**config.mk**
```make
export PLATFORM = sky130hd
export DESIGN_NAME = pipeline_hazard_controller
export DESIGN_NICKNAME = d
export VERILOG_FILES = /design/src/rtl/pipeline_hazard_controller.sv
export SDC_FILE = /design/constraint.sdc
export NUM_CORES = 1
export LEC_CHECK = 0
export ABC_CLOCK_PERIOD_IN_PS = 4590
export CORE_ASPECT_RATIO = 0.7
export CORE_MARGIN = 10
export CORE_UTILIZATION = 40
export CTS_BUF_LIST = sky130_fd_sc_hd__clkbuf_16
export CTS_CLUSTER_SIZE = 25
export DETAILED_ROUTE_END_ITERATION = 10
export PLACE_DENSITY = 0.78
export SLEW_MARGIN = 20
export SYNTH_ARGS = -nofsm -noshare
export SYNTH_HDL_FRONTEND = slang
export SYNTH_SLANG_ARGS = --single-unit
```
**constraint.sdc**
```tcl
create_clock -name clk -period 4.59 [get_ports clk]
set_input_delay 1.1475 -clock clk [delete_from_list [all_inputs] [get_ports clk]]
set_output_delay 1.1475 -clock clk [all_outputs]
set_load 0.1 [all_outputs]
```
**src/rtl/pipeline_hazard_controller.sv**
```systemverilog
// Hazard controller for a 5-stage pipeline: load-use stalls, taken-branch flushes,
// data-memory freezes and halt, plus saturating stall/flush performance counters.
module pipeline_hazard_controller #(
    parameter logic [3:0]  HALT_OPCODE  = 4'hF,
    parameter int unsigned FLUSH_CYCLES = 1
) (
    input  logic        clk,
    input  logic        reset,
    input  logic [15:0] ifid_inst,
    input  logic        idex_mem_read,
    input  logic [3:0]  idex_rd,
    input  logic        branch_taken,
    input  logic        dmem_busy,
    output logic        pc_write,
    output logic        ifid_write,
    output logic        ifid_flush,
    output logic        haz_mux_con,
    output logic        idex_bubble,
    output logic        pipe_freeze,
    output logic        halted,
    output logic [15:0] stall_count,
    output logic [15:0] flush_count
);

    typedef enum logic [1:0] {RUN, FLUSH, MEMWAIT, HALT} state_t;

    localparam logic [2:0] FLUSH_LOAD = 3'(FLUSH_CYCLES - 1);

    state_t     state, state_nxt;
    logic [2:0] fcnt, fcnt_nxt;
    logic       load_use;
    logic       halt_op;
    logic       stall_evt;
    logic       flush_evt;
    logic       unused_imm;

    assign load_use   = idex_mem_read && ((idex_rd == ifid_inst[11:8]) || (idex_rd == ifid_inst[7:4]));
    assign halt_op    = (ifid_inst[15:12] == HALT_OPCODE);
    assign unused_imm = ^ifid_inst[3:0];

    always_comb begin
        // NOTE: every output and next-state value gets a default first so no path infers a latch.
        state_nxt   = state;
        fcnt_nxt    = fcnt;
        pc_write    = 1'b1;
        ifid_write  = 1'b1;
        ifid_flush  = 1'b0;
        haz_mux_con = 1'b0;
        idex_bubble = 1'b0;
        pipe_freeze = 1'b0;
        halted      = 1'b0;
        stall_evt   = 1'b0;
        flush_evt   = 1'b0;

        if (reset) begin
            ifid_flush  = 1'b1;
            idex_bubble = 1'b1;
        end else if (state == HALT) begin
            pc_write    = 1'b0;
            ifid_write  = 1'b0;
            haz_mux_con = 1'b1;
            idex_bubble = 1'b1;
            halted      = 1'b1;
        end else if (dmem_busy) begin
            // A freeze inside FLUSH parks the flush sequence in place with its counter intact.
            pc_write    = 1'b0;
            ifid_write  = 1'b0;
            haz_mux_con = 1'b1;
            pipe_freeze = 1'b1;
            stall_evt   = 1'b1;
            if (state != FLUSH) state_nxt = MEMWAIT;
        end else if (state == FLUSH) begin
            ifid_flush = 1'b1;
            fcnt_nxt   = fcnt - 3'd1;
            if (fcnt == 3'd1) state_nxt = RUN;
        end else if (state == MEMWAIT) begin
            state_nxt = RUN;
        end else if (branch_taken) begin
            ifid_flush = 1'b1;
            flush_evt  = 1'b1;
            if (FLUSH_CYCLES > 1) begin
                state_nxt = FLUSH;
                fcnt_nxt  = FLUSH_LOAD;
            end
        end else if (load_use) begin
            pc_write    = 1'b0;
            ifid_write  = 1'b0;
            haz_mux_con = 1'b1;
            idex_bubble = 1'b1;
            stall_evt   = 1'b1;
        end else if (halt_op) begin
            state_nxt = HALT;
        end
    end

    // NOTE: sequential state uses non-blocking assignments so all registers update together.
    always_ff @(posedge clk) begin
        if (reset) begin
            state       <= RUN;
            fcnt        <= 3'd0;
            stall_count <= 16'd0;
            flush_count <= 16'd0;
        end else begin
            state <= state_nxt;
            fcnt  <= fcnt_nxt;
            if (stall_evt && (stall_count != 16'hFFFF)) stall_count <= stall_count + 16'd1;
            if (flush_evt && (flush_count != 16'hFFFF)) flush_count <= flush_count + 16'd1;
        end
    end

endmodule

```
==> results of run 1 <==
[routing by layer]
layer  track usage, %  share of wire, %  wire [um]
met5                0                 0          0
met4             5.70               1.5         99
met3             3.27               6.6        435
met2             21.7                46       3060
met1             17.0                45       3000
[report_power, final]
part | internal, W | leakage (nW) | switching, W
Combinational | 0.0000465 | 0.775 | 0.0000797
Clock | 0.000252 | 0.0797 | 0.000131
Sequential | 0.000324 | 0.299 | 0.00000458
[cell type report]
cell class | count | area (sq um) | area share (%)
Tap cell | 75 | 93.8 | 2.91
Clock buffer | 5 | 125 | 3.88
Multi-Input combinational cell | 212 | 1530 | 47.3
Sequential cell | 37 | 741 | 22.9
Inverter | 9 | 33.8 | 1.05
Clock inverter | 2 | 35.0 | 1.09
Timing Repair Buffer | 63 | 673 | 20.9
[registers in the layout (all words and copies together), names as in the netlist]
name	count
flush_count	16
stall_count	16
fcnt	3
state	2
[synthesized netlist by cell type (5+ instances only)]
master and number:
mux2_1 6, nand4_1 8, nor3_1 5, xnor2_1 10
nor2b_1 15, o21ai_0 6, xor2_1 11, clkbuf_1 7
nand3_1 19, and4_1 7, and2_1 5, nand2_1 13
inv_1 9, ha_1 7, dfxtp_1 37, mux2_2 7
a21oi_1 13, nor2_1 33
[path summary, 6_finish.rpt]
kind	startpoint	to	slack, ns	cells past startpoint
setup / recovery	idex_rd[2]	haz_mux_con	0.50	7
hold / removal	flush_count[15]	flush_count[15]	0.49	1
setup reg to reg	state[1]	stall_count[5]	2.12	7
hold reg to reg	flush_count[15]	flush_count[15]	0.49	1
[through the flow]
step	std cells	total power [W]	hold slack (ns)
floorplan	273	0.000413	0.480
global placement	396	0.000459	0.468
detailed placement	396	0.000461	0.479
CTS	403	0.000844	0.492
global route	403	0.000862	0.539
finish	403	0.000838	0.488
[logic make-up after synthesis]
logic type | Yosys count | synth area share [%]
and+or+nand+nor | 123 | 29.9
xor gates and xnor gates | 21 | 7.79
adders and majority gates | 7 | 3.71
DFF | 37 | 31.4
buffers and inverters | 24 | 4.19
muxes | 17 | 7.90
AOI/OAI and AO/OA | 44 | 15.1
==> impl_metrics.yaml, run 1 <==
critical_path:
  end_kind: "output pin"
  slowest_stage: "clkdlybuf4s50_1"
  critPathMaxFanout: 4
  cp_slowest_stage_delay_ns: 0.45
  cpLargestDelayFamily: "buffers and inverters"
  start_kind: "input port"
  crit_buf_inv: 3
  crit_chain: "clkdlybuf4s50_1 > xor2_1 > nor4_4 > o211ai_2 > a21o_1 > inv_1 > buf_12"
  worstPathRequired_ns: 3.44
  crit_type: "in -> out"
  arrival_ns: 2.94
floorplan:
  die_w_um: 112
  core_sq_um: 5730
  io_pins: 64
  die_height_um: 84.3
  rows: 23
  start_util_pct: 41.2
  die_area_sq_um: 9420
detailed_routing:
  vias: 2199
  vias_per_cell: 5.46
  first_iter_violations: 145
  wl_mm: 6.60
  dr.pass1.iters: 5
  drc: 0
  wl_per_cell_um: 16.4
  postRouteAntennaNets: 0
placed_design:
  postPlaceCellArea_sq_um: 3070
  portBuffers: 59
  place_ws_ns: 0.499
  dp_hpwl_mm: 4.98
  gp_congestion: 0.846
layout:
  num-fill-cells: 515
  area_delta_synth_final_pct: 36.7
  layout_common_cells: "51 x clkdlybuf4s50_1, 37 x dfxtp_1, 33 x nor2_1"
  antenna_cells: 0
  layout-drive-gt1-share_pct: 12.2
  layout.nets: 360
  final_area_sq_um: 3230
  final_util_pct: 56.4
  final_common_cell: "clkdlybuf4s50_1"
synthesis:
  synth_top_area_share_pct: 31.4
  ys_types: 46
  synth_warnings: 0
  avgSynthCellArea_sq_um: 8.65
  syn_area_sq_um: 2360
  yosysSeqAreaShare_pct: 31.4
  synth-edff-count: 0
  ys_ff_latch: 37
  synth-main-ff-cell: "dfxtp_1"
  netlist_top_cells_area: "dfxtp_1 31%, nor2_1 5.2%, xor2_1 4.1%"
  yosysTopAreaCell: "dfxtp_1"
  syn_inst: 273
  synth_fp_nets: 305
  async_reset_ff_share_pct: 0
clock_network:
  root_buffer: "clkbuf_16"
  h-tree-depth: 2
  cts.clk_slew.worst_paths_ns: 0.05
  clkSinkCount: 37
  clock_path_buffers: 2
  cts_resized: 0
  cts_setup_buffers: 0
  clock_latency_ns: 0.28
  cts_buffers: 5
  cts_tree: "built"
  hold_buffers: 0
timing:
  drv_slew: 0
  min_period_ns: 4.09
  rsz0062_at_grt: "no"
  skew_ns: 0.00729
  timing.setup.tns_ns: 0
  max_slew_margin_pct: 34.2
  fin_crit_sh_pct: 89.1
  clock.fmax_mhz: 245
  finalSetupViolations: 0
  layout_setup_ws_ns: 0.503
  tightest_slew_ns: 0.984
  hold_viol: 0
grt:
  antenna_found_initial: 0
  grt_start_max_net_pins: 25
  grt_pass1_wl_mm: 10.9
  overflow: 0
  track_usage_pct: 13.5
  grt_pass1_vias: 2171
power:
  vdd_drop_max_mv: 0.162
  p_leak_nw: 1.15
  powerDensity_nw_per_um2: 259
run_status:
  outcome: "finished, final reports clean"
run:
  maxCapViolations: 0
hold_path:
  hold_class: "reg -> reg"
No activity file was read; power rests on OpenSTA's default activity.
==> run 2, diff against run 1 <==
- ABC_CLOCK_PERIOD_IN_PS: 4590 -> 4900
- clock period: 4.59 -> 4.9 ns (I/O delays scaled with it)
==> impl_metrics.yaml, run 2 (synthesized netlist as in run 1, its figures left out) <==
grt:
  grt_start_max_net_pins: 59
  track_usage_pct: 13.6
  overflow: 0
  grt_pass1_wl_mm: 10.8
  grt_pass1_vias: 2092
  antenna_found_initial: 0
power:
  p_leak_nw: 1.15
  powerDensity_nw_per_um2: 261
  seq_power_share_pct: 36.4
  switching_share_pct: 24.5
  power.share.combinational_pct: 13.6
  vdd_drop_max_mv: 0.123
  p_clk_share_pct: 50.0
  p_int_w: 0.000638
  p_switching_w: 0.000207
layout:
  area_delta_synth_final_pct: 37.0
  layout_common_cells: "51 x clkdlybuf4s50_1, 37 x dfxtp_1, 33 x nor2_1"
  layout.nets: 358
  num-fill-cells: 506
  largest_registers: "flush_count (16), stall_count (16), fcnt (3)"
  layout-drive-gt1-share_pct: 11.9
  antenna_cells: 0
  final_common_cell: "clkdlybuf4s50_1"
  multi_input_area_sq_um: 1530
  stdcell_count: 402
  seq_area_sq_um: 741
clock_network:
  root_buffer: "clkbuf_16"
  clkSinkCount: 37
  cts_tree: "built"
  clock_latency_ns: 0.28
  cts_buffers: 5
  cts.clk_slew.worst_paths_ns: 0.06
  clock_path_buffers: 2
  hold_buffers: 0
  cts_setup_buffers: 0
  cts_resized: 0
  h-tree-depth: 2
timing:
  fin_crit_sh_pct: 86.7
  tightest_slew_ns: 0.987
  skew_ns: 0.00315
  hold_viol: 0
  rsz0062_at_grt: "no"
  drv_slew: 0
  timing.setup.tns_ns: 0
  finalSetupViolations: 0
  clock.fmax_mhz: 235
  max_slew_margin_pct: 34.0
  min_period_ns: 4.25
critical_path:
  rr_startpoint: "state[1]"
  slowest_stage: "clkdlybuf4s50_1"
  crit_type: "in -> out"
  r2r_slack_ns: 2.46
  crit_buf_inv: 3
  start_kind: "input port"
  end_kind: "output pin"
  critPathMaxFanout: 4
  crit_chain: "clkdlybuf4s50_1 > xor2_1 > nor4_4 > o211ai_2 > a21o_1 > inv_1 > buf_12"
  worstPathRequired_ns: 3.67
  r2r_end: "stall_count[11]"
  r2r_cells: 7
  arrival_ns: 3.02
  cp_slowest_stage_delay_ns: 0.45
  cpLargestDelayFamily: "buffers and inverters"
floorplan:
  rows: 23
  core_sq_um: 5730
  io_pins: 64
  die_w_um: 112
  die_height_um: 84.3
  start_util_pct: 41.2
  die_area_sq_um: 9420
detailed_routing:
  first_iter_violations: 97
  vias: 2202
  drc: 0
  wl_mm: 6.36
  wl_per_cell_um: 15.8
  dr.pass1.iters: 4
  postRouteAntennaNets: 0
  vias_per_cell: 5.48
hold_path:
  hp-start: "flush_count[15]"
  worstHoldPathCells: 1
  worstHoldEndpoint: "flush_count[15]"
  hold_class: "reg -> reg"
placed_design:
  gp_congestion: 0.879
  portBuffers: 59
  placed_cells: 394
  dp_hpwl_mm: 4.66
run:
  maxCapViolations: 0
run_status:
  outcome: "finished, final reports clean"
run 2: cell type report:
class,instances,share of cell area [%]
Multi-Input combinational cell,212,47.2
Sequential cell,37,22.9
Timing Repair Buffer,61,20.0
Clock buffer,5,3.87
Tap cell,75,2.90
Clock inverter,3,2.13
Inverter,9,1.04
run 2: routing by layer:
metal / track usage [%] / wire, um
met1: 17.4 / 2910
met2: 20.6 / 2920
met3: 3.48 / 378
met4: 6.52 / 158
met5: 0 / 0
run 2: worst max-delay path by stage:
stage,slack (ns),from,depth (start not counted),to
2_1_floorplan,0.20,ifid_inst[9],5,idex_bubble
3_3_place_gp,0.70,idex_rd[1],7,haz_mux_con
3_5_place_dp,0.66,idex_rd[2],7,haz_mux_con
4_1_cts,0.64,idex_rd[2],7,haz_mux_con
5_1_grt,0.52,idex_rd[2],7,haz_mux_con
6_report,0.65,idex_rd[2],7,haz_mux_con
run 2: power by group through the flow:
stage                     logic [W]  clock network, W  registers [W]
after floorplan           0.0000615                 0       0.000325
after global placement     0.000113                 0       0.000314
after detailed placement   0.000115                 0       0.000314
after CTS                  0.000116          0.000433       0.000308
after global routing       0.000122          0.000444       0.000308
final                      0.000115          0.000422       0.000308
run 2: worst reg2reg max path: cells and delay by family (launching register included):
kind	cells	cell delay (ns)
simple gates	1	0.41
fa+ha+maj	1	0.30
buf+inv	2	0.29
flops	1	0.39
mux	1	0.36
compound gates	2	0.58
run 2: stage by stage:
step	power (W)	util [%]	setup slack, ns	hold slack (ns)	area [sq um]
after global routing	0.000874	56.5	0.516	0.527	3230
after global placement	0.000427	53.1	0.696	0.467	3040
after detailed placement	0.000429	53.1	0.660	0.486	3040
after CTS	0.000856	56.5	0.636	0.500	3230
final	0.000844	56.5	0.652	0.497	3230
after floorplan	0.000387	-	0.196	0.480	2370
==> run 3, diff against run 2 <==
- ABC_AREA: default -> 0
==> results of run 3 <==
No change in the layout: final DEF, timing and power equal those of run 2.
